<file path="src/rtl/demux_3_reg_if.sv">
// Bus bundle for demux_3_reg: input stream, three output channels and the error flag.
// With DEMUX3_ERR_CNT_EN defined the bundle also carries the saturating err_cnt.
interface demux_3_reg_if #(
  parameter int unsigned k = 1
);
  logic [k-1:0] b;
  logic [2:0]   s;
  logic         in_valid;
  logic         in_ready;
  logic [k-1:0] a0;
  logic [k-1:0] a1;
  logic [k-1:0] a2;
  logic [2:0]   out_valid;
  logic [2:0]   out_ready;
  logic         err;
`ifdef DEMUX3_ERR_CNT_EN
  logic [7:0]   err_cnt;
`endif

  // The demultiplexer itself.
  modport slave (
    input  b, s, in_valid, out_ready,
    output in_ready, a0, a1, a2, out_valid, err
`ifdef DEMUX3_ERR_CNT_EN
    , output err_cnt
`endif
  );

  // Producer and consumers around it.
  modport master (
    output b, s, in_valid, out_ready,
    input  in_ready, a0, a1, a2, out_valid, err
`ifdef DEMUX3_ERR_CNT_EN
    , input err_cnt
`endif
  );
endinterface

</file>
<file path="src/rtl/demux_3_reg.sv">
// Registered 1-to-3 demultiplexer with one-hot select and one-entry register per channel.
// Optional macro DEMUX3_ERR_CNT_EN adds an 8-bit saturating count of illegal-select words.
module demux_3_reg #(
  parameter int unsigned k = 1
) (
  input  logic           clk,
  input  logic           rst_n,
  demux_3_reg_if.slave   bus
);

  logic [k-1:0] a_q [3];
  logic [k-1:0] a_d [3];
  logic [2:0]   valid_q, valid_d;
  logic [2:0]   free;
  logic [2:0]   load;
  logic         err_q, err_d;
  logic         legal;
  logic         in_ready;
  logic         take;
  logic         illegal_take;

  // NOTE: every variable gets a default at the top of always_comb so no path
  // leaves it unassigned and no latch is inferred.
  always_comb begin
    legal        = (bus.s == 3'b001) || (bus.s == 3'b010) || (bus.s == 3'b100);
    free         = ~valid_q | bus.out_ready;
    // Illegal selects are always swallowed so a bad producer can never wedge the input.
    in_ready     = legal ? |(bus.s & free) : 1'b1;
    take         = bus.in_valid && in_ready;
    illegal_take = take && !legal;
    load         = (take && legal) ? bus.s : 3'b000;
    err_d        = err_q || illegal_take;
    for (int i = 0; i < 3; i++) begin
      // A drain and a load on the same edge keep the channel valid: no bubble.
      valid_d[i] = load[i] || (valid_q[i] && !bus.out_ready[i]);
      a_d[i]     = load[i] ? bus.b : a_q[i];
    end
  end

  // NOTE: the data registers are reset too because their post-reset value of
  // zero is visible on the output ports, not just the valid bits.
  always_ff @(posedge clk or negedge rst_n) begin
    if (!rst_n) begin
      // NOTE: sequential state uses non-blocking assignments only.
      valid_q <= '0;
      err_q   <= 1'b0;
      for (int i = 0; i < 3; i++) a_q[i] <= '0;
    end else begin
      valid_q <= valid_d;
      err_q   <= err_d;
      for (int i = 0; i < 3; i++) a_q[i] <= a_d[i];
    end
  end

`ifdef DEMUX3_ERR_CNT_EN
  logic [7:0] err_cnt_q, err_cnt_d;

  always_comb begin
    err_cnt_d = err_cnt_q;
    if (illegal_take && (err_cnt_q != 8'hFF)) err_cnt_d = err_cnt_q + 8'd1;
  end

  always_ff @(posedge clk or negedge rst_n) begin
    if (!rst_n) err_cnt_q <= 8'd0;
    else        err_cnt_q <= err_cnt_d;
  end

  assign bus.err_cnt = err_cnt_q;
`endif

  assign bus.in_ready  = in_ready;
  assign bus.out_valid = valid_q;
  assign bus.a0        = a_q[0];
  assign bus.a1        = a_q[1];
  assign bus.a2        = a_q[2];
  assign bus.err       = err_q;

endmodule

</file>
<file path="src/flat_wrapper.sv">
// flat-port wrapper written by rule: the top's interface ports become plain ports
module demux_3_reg_flat 
#(
  parameter int unsigned k = 1
)
  (clk, rst_n, bus_b, bus_s, bus_in_valid, bus_out_ready, bus_in_ready, bus_a0, bus_a1, bus_a2, bus_out_valid, bus_err);
  demux_3_reg_if #(.k(k)) bus_i ();
  input  logic clk;
  input  logic rst_n;
  input wire logic [$bits(bus_i.b)-1:0] bus_b;
  input wire logic [$bits(bus_i.s)-1:0] bus_s;
  input wire logic [$bits(bus_i.in_valid)-1:0] bus_in_valid;
  input wire logic [$bits(bus_i.out_ready)-1:0] bus_out_ready;
  output wire logic [$bits(bus_i.in_ready)-1:0] bus_in_ready;
  output wire logic [$bits(bus_i.a0)-1:0] bus_a0;
  output wire logic [$bits(bus_i.a1)-1:0] bus_a1;
  output wire logic [$bits(bus_i.a2)-1:0] bus_a2;
  output wire logic [$bits(bus_i.out_valid)-1:0] bus_out_valid;
  output wire logic [$bits(bus_i.err)-1:0] bus_err;
  assign bus_i.b = bus_b;
  assign bus_i.s = bus_s;
  assign bus_i.in_valid = bus_in_valid;
  assign bus_i.out_ready = bus_out_ready;
  assign bus_in_ready = bus_i.in_ready;
  assign bus_a0 = bus_i.a0;
  assign bus_a1 = bus_i.a1;
  assign bus_a2 = bus_i.a2;
  assign bus_out_valid = bus_i.out_valid;
  assign bus_err = bus_i.err;
  demux_3_reg #(.k(k)) u_core (.clk(clk), .rst_n(rst_n), .bus(bus_i));
endmodule
</file>
<file path="config.mk">
export PLATFORM = sky130hd
export DESIGN_NAME = demux_3_reg_flat
export DESIGN_NICKNAME = d
export VERILOG_FILES = /design/src/rtl/demux_3_reg_if.sv /design/src/rtl/demux_3_reg.sv /design/src/flat_wrapper.sv
export SDC_FILE = /design/constraint.sdc
export NUM_CORES = 1
export LEC_CHECK = 0
export ABC_AREA = 0
export BUFFER_PORTS_ARGS = -buffer_cell sky130_fd_sc_hd__buf_2
export CAP_MARGIN = 5
export CORE_MARGIN = 8
export CORE_UTILIZATION = 25
export CTS_CLUSTER_DIAMETER = 200
export DETAILED_ROUTE_END_ITERATION = 8
export PLACE_DENSITY = 0.61
export SKIP_LAST_GASP = 1
export SYNTH_ARGS = -nofsm -noshare
export SYNTH_HDL_FRONTEND = slang
export SYNTH_SLANG_ARGS = --single-unit
</file>
<file path="constraint.sdc">
create_clock -name clk -period 1.3 [get_ports clk]
set_input_delay 0.26 -clock clk [delete_from_list [all_inputs] [get_ports clk]]
set_output_delay 0.26 -clock clk [all_outputs]
set_load 0.02 [all_outputs]
</file>
==> run metrics <==
cell types occupying the most area after synthesis dfrtp_1 (53%), nand2b_1 (7.5%), mux2_2 (6.8%), o21ai_0 (4.5%), mux2_4 (4.5%); post-route cell area 493 sq um; Area after DPL 444 sq um; die area 0.00275 sq mm; Internal Pwr Total 427 uW; DR vias 298; area share of the leading cell type in the synthesized netlist 52.8%; count of mapped cells out of synthesis 30; minimum period implied by the final worst setup slack 1.39 ns; setup repair after global routing missed its margin true; kind of start point of the critical path flop; grt total ovfl 0; Clock Path Buffers 2; wire length of the first global-routing pass 1160 microns; vias in the first global route 303; Critical Path Fanout Max 3; sequential share of power 43.4%; Syn Nets 40; total power draw 593 uW; vertical die dimension 52.4 microns; final hold violations 0; commonest cells after routing, fill and taps aside buf_2 (16), dfrtp_1 (6), nand2_1 (4); Slew Limit Fails 0; proportion of synthesized chip area in sequential cells 52.8%; Layout Utilization 38.9%; violated checks negative setup slack; status finished with violations; Required @ worst endpoint 1.04 ns; growth of design area from synthesis to finish 48.7%; max cap viols 0; TritonCTS clock tree done; starting density of the core 26.1%; switching power of the nets 167 uW; VDD IR max 383 uV; Overall Global Routing Usage 5.76%; antenna cells 0; Routed Wire Length 769 microns; DR iter-0 viols 3; total leakage power 0.000246 uW; Core Rows 13; number of synthesized register bits 7; path class of the lowest-slack min-delay path input pin to flop; die width 52.4 microns; number of buffers inserted during clock tree synthesis 3; Placed Cells 63; Fmax achieved 722 MHz; worst-case headroom to the max-slew limit 86.0%; proportion of total power due to net switching 28.1%; clock group share of total power 33.2%; per-cell routed wire length 11.3 microns; non-filler instance count after layout 68; Final period util 107%; total number of clock tree sinks 7; Vias/cell 4.38; post-route antenna net violation count 0; synthesized area 332 sq um; number of antenna violations at the first check in global routing 0; Pre-Repair DR Iteration Count 2; routability congestion estimate 0.768; register-to-register setup slack 0.02 ns; final worst setup slack -0.0854 ns; clock latency reported for the late side of the worst-skew pair 0.25 ns; fillcell total 132; most common cell after layout, fill and taps aside buf_2; clock-pin slew of the registers on the worst-case setup and hold paths 0.05 ns; Final Skew 0.000197 ns; r2r worst-path depth 3; ports placed on the boundary 18; hold slack 0.279 ns; root cell of the clock tree clkbuf_4; post-CTS repair timing setup buffer count 0; pin count of the biggest net entering global routing 8; power density cells 1200 mW/mm^2; number of H-tree branching levels 1; proportion of layout cells with a drive suffix above 1 52.8%; Residual DRC 0; Buffers on Ports 17; setup-violating endpoint count in the final report 1; core footprint 0.00127 sq mm; type of the worst setup path flop to output port; Worst EP arrival 1.13 ns; Worst Tran Pin Value 0.210 ns; combinational share of power 23.4%; library cell with the largest summed area after synthesis dfrtp_1; sort of element at the end of the critical path output port; post-synth cell types 14; average cell area after synthesis 11.1 sq um; warning count from the yosys run 0; # nets final 64; instance count along the most critical hold path 3
==> critical path: stages (launching register included) <==
cell,delay (ns)
dfrtp_1,0.37
nand2b_1,0.12
o22ai_1,0.11
o21ai_1,0.13
buf_4,0.16
==> registers in the layout, summed over array words and instances (netlist names) <==
register              flops
u_core.bus.a0             1
u_core.bus.out_valid      3
u_core.bus.a1             1
u_core.bus.err            1
u_core.bus.a2             1
==> area by class of cell <==
cell class              count  area, sq um  share of cell area (%)
clock buffers               4         26.3                    5.33
flip-flops and latches      7          176                    35.8
multi-input cells          23          166                    33.8
well taps                  15         18.8                    3.81
repair buffers             19          105                    21.3
==> Yosys cell counts <==
master and count:
or2b_1 1, nand3_1 1, or2_4 1, nand2_1 4, mux2_2 2, a31oi_1 1, o22ai_1 1, nand3b_1 2
nor2b_1 1, dfrtp_1 7, nand2b_1 4, or3b_1 1, mux2_4 1, o21ai_0 3
==> repair_timing <==
action / CTS / global route
gates resized for setup: 1 / 2
endpoints found under the setup margin: 1 / 2
hold buffers: 1 / 0
endpoints found under the hold margin: 7 / 0
==> cell families (layout without fill, tap and decap cells) <==
kind of cell | after synthesis | count (layout) | synth area share [%]
compound gates | 5 | 5 | 8.30
buf+inv | 0 | 23 | 0
flops | 7 | 7 | 52.8
mux | 3 | 3 | 11.3
simple gates | 15 | 15 | 27.5
==> through the flow <==
step                setup TNS (ns)  worst slack, ns
detailed placement          -0.141           -0.141
CTS                         -0.103           -0.103
floorplan                 -0.00585         -0.00585
global placement            -0.126           -0.126
global route                -0.160           -0.159
finish                     -0.0854          -0.0854
==> path summary, 6_finish.rpt <==
kind	from	to
setup / recovery	u_core.bus.out_valid[1]	bus_in_ready
hold / removal	bus_in_valid	u_core.bus.err
setup reg to reg	u_core.bus.out_valid[2]	u_core.bus.a2
hold reg to reg	u_core.bus.err	u_core.bus.err
max in group asynchronous	rst_n	u_core.bus.out_valid[2]
min in group asynchronous	rst_n	u_core.bus.a2
==> layer usage <==
| metal | up-vias | wire length, microns | GRT usage, % |
|---|---|---|---|
| li1 | 150 | - | - |
| met1 | 132 | 338 | 6.35 |
| met2 | 14 | 326 | 7.71 |
| met3 | 2 | 93 | 3.98 |
| met4 | 0 | 10 | 3.88 |
| met5 | - | 0 | 0 |
==> power by group through the flow <==
stage                     combinational (uW)  clock, uW  sequential, uW
after floorplan                         45.0          0             293
after global placement                   134          0             259
after detailed placement                 136          0             261
after CTS                                139        201             257
after global routing                     150        216             260
final                                    139        197             257
Note: power is estimated with default switching activity, not from simulation.
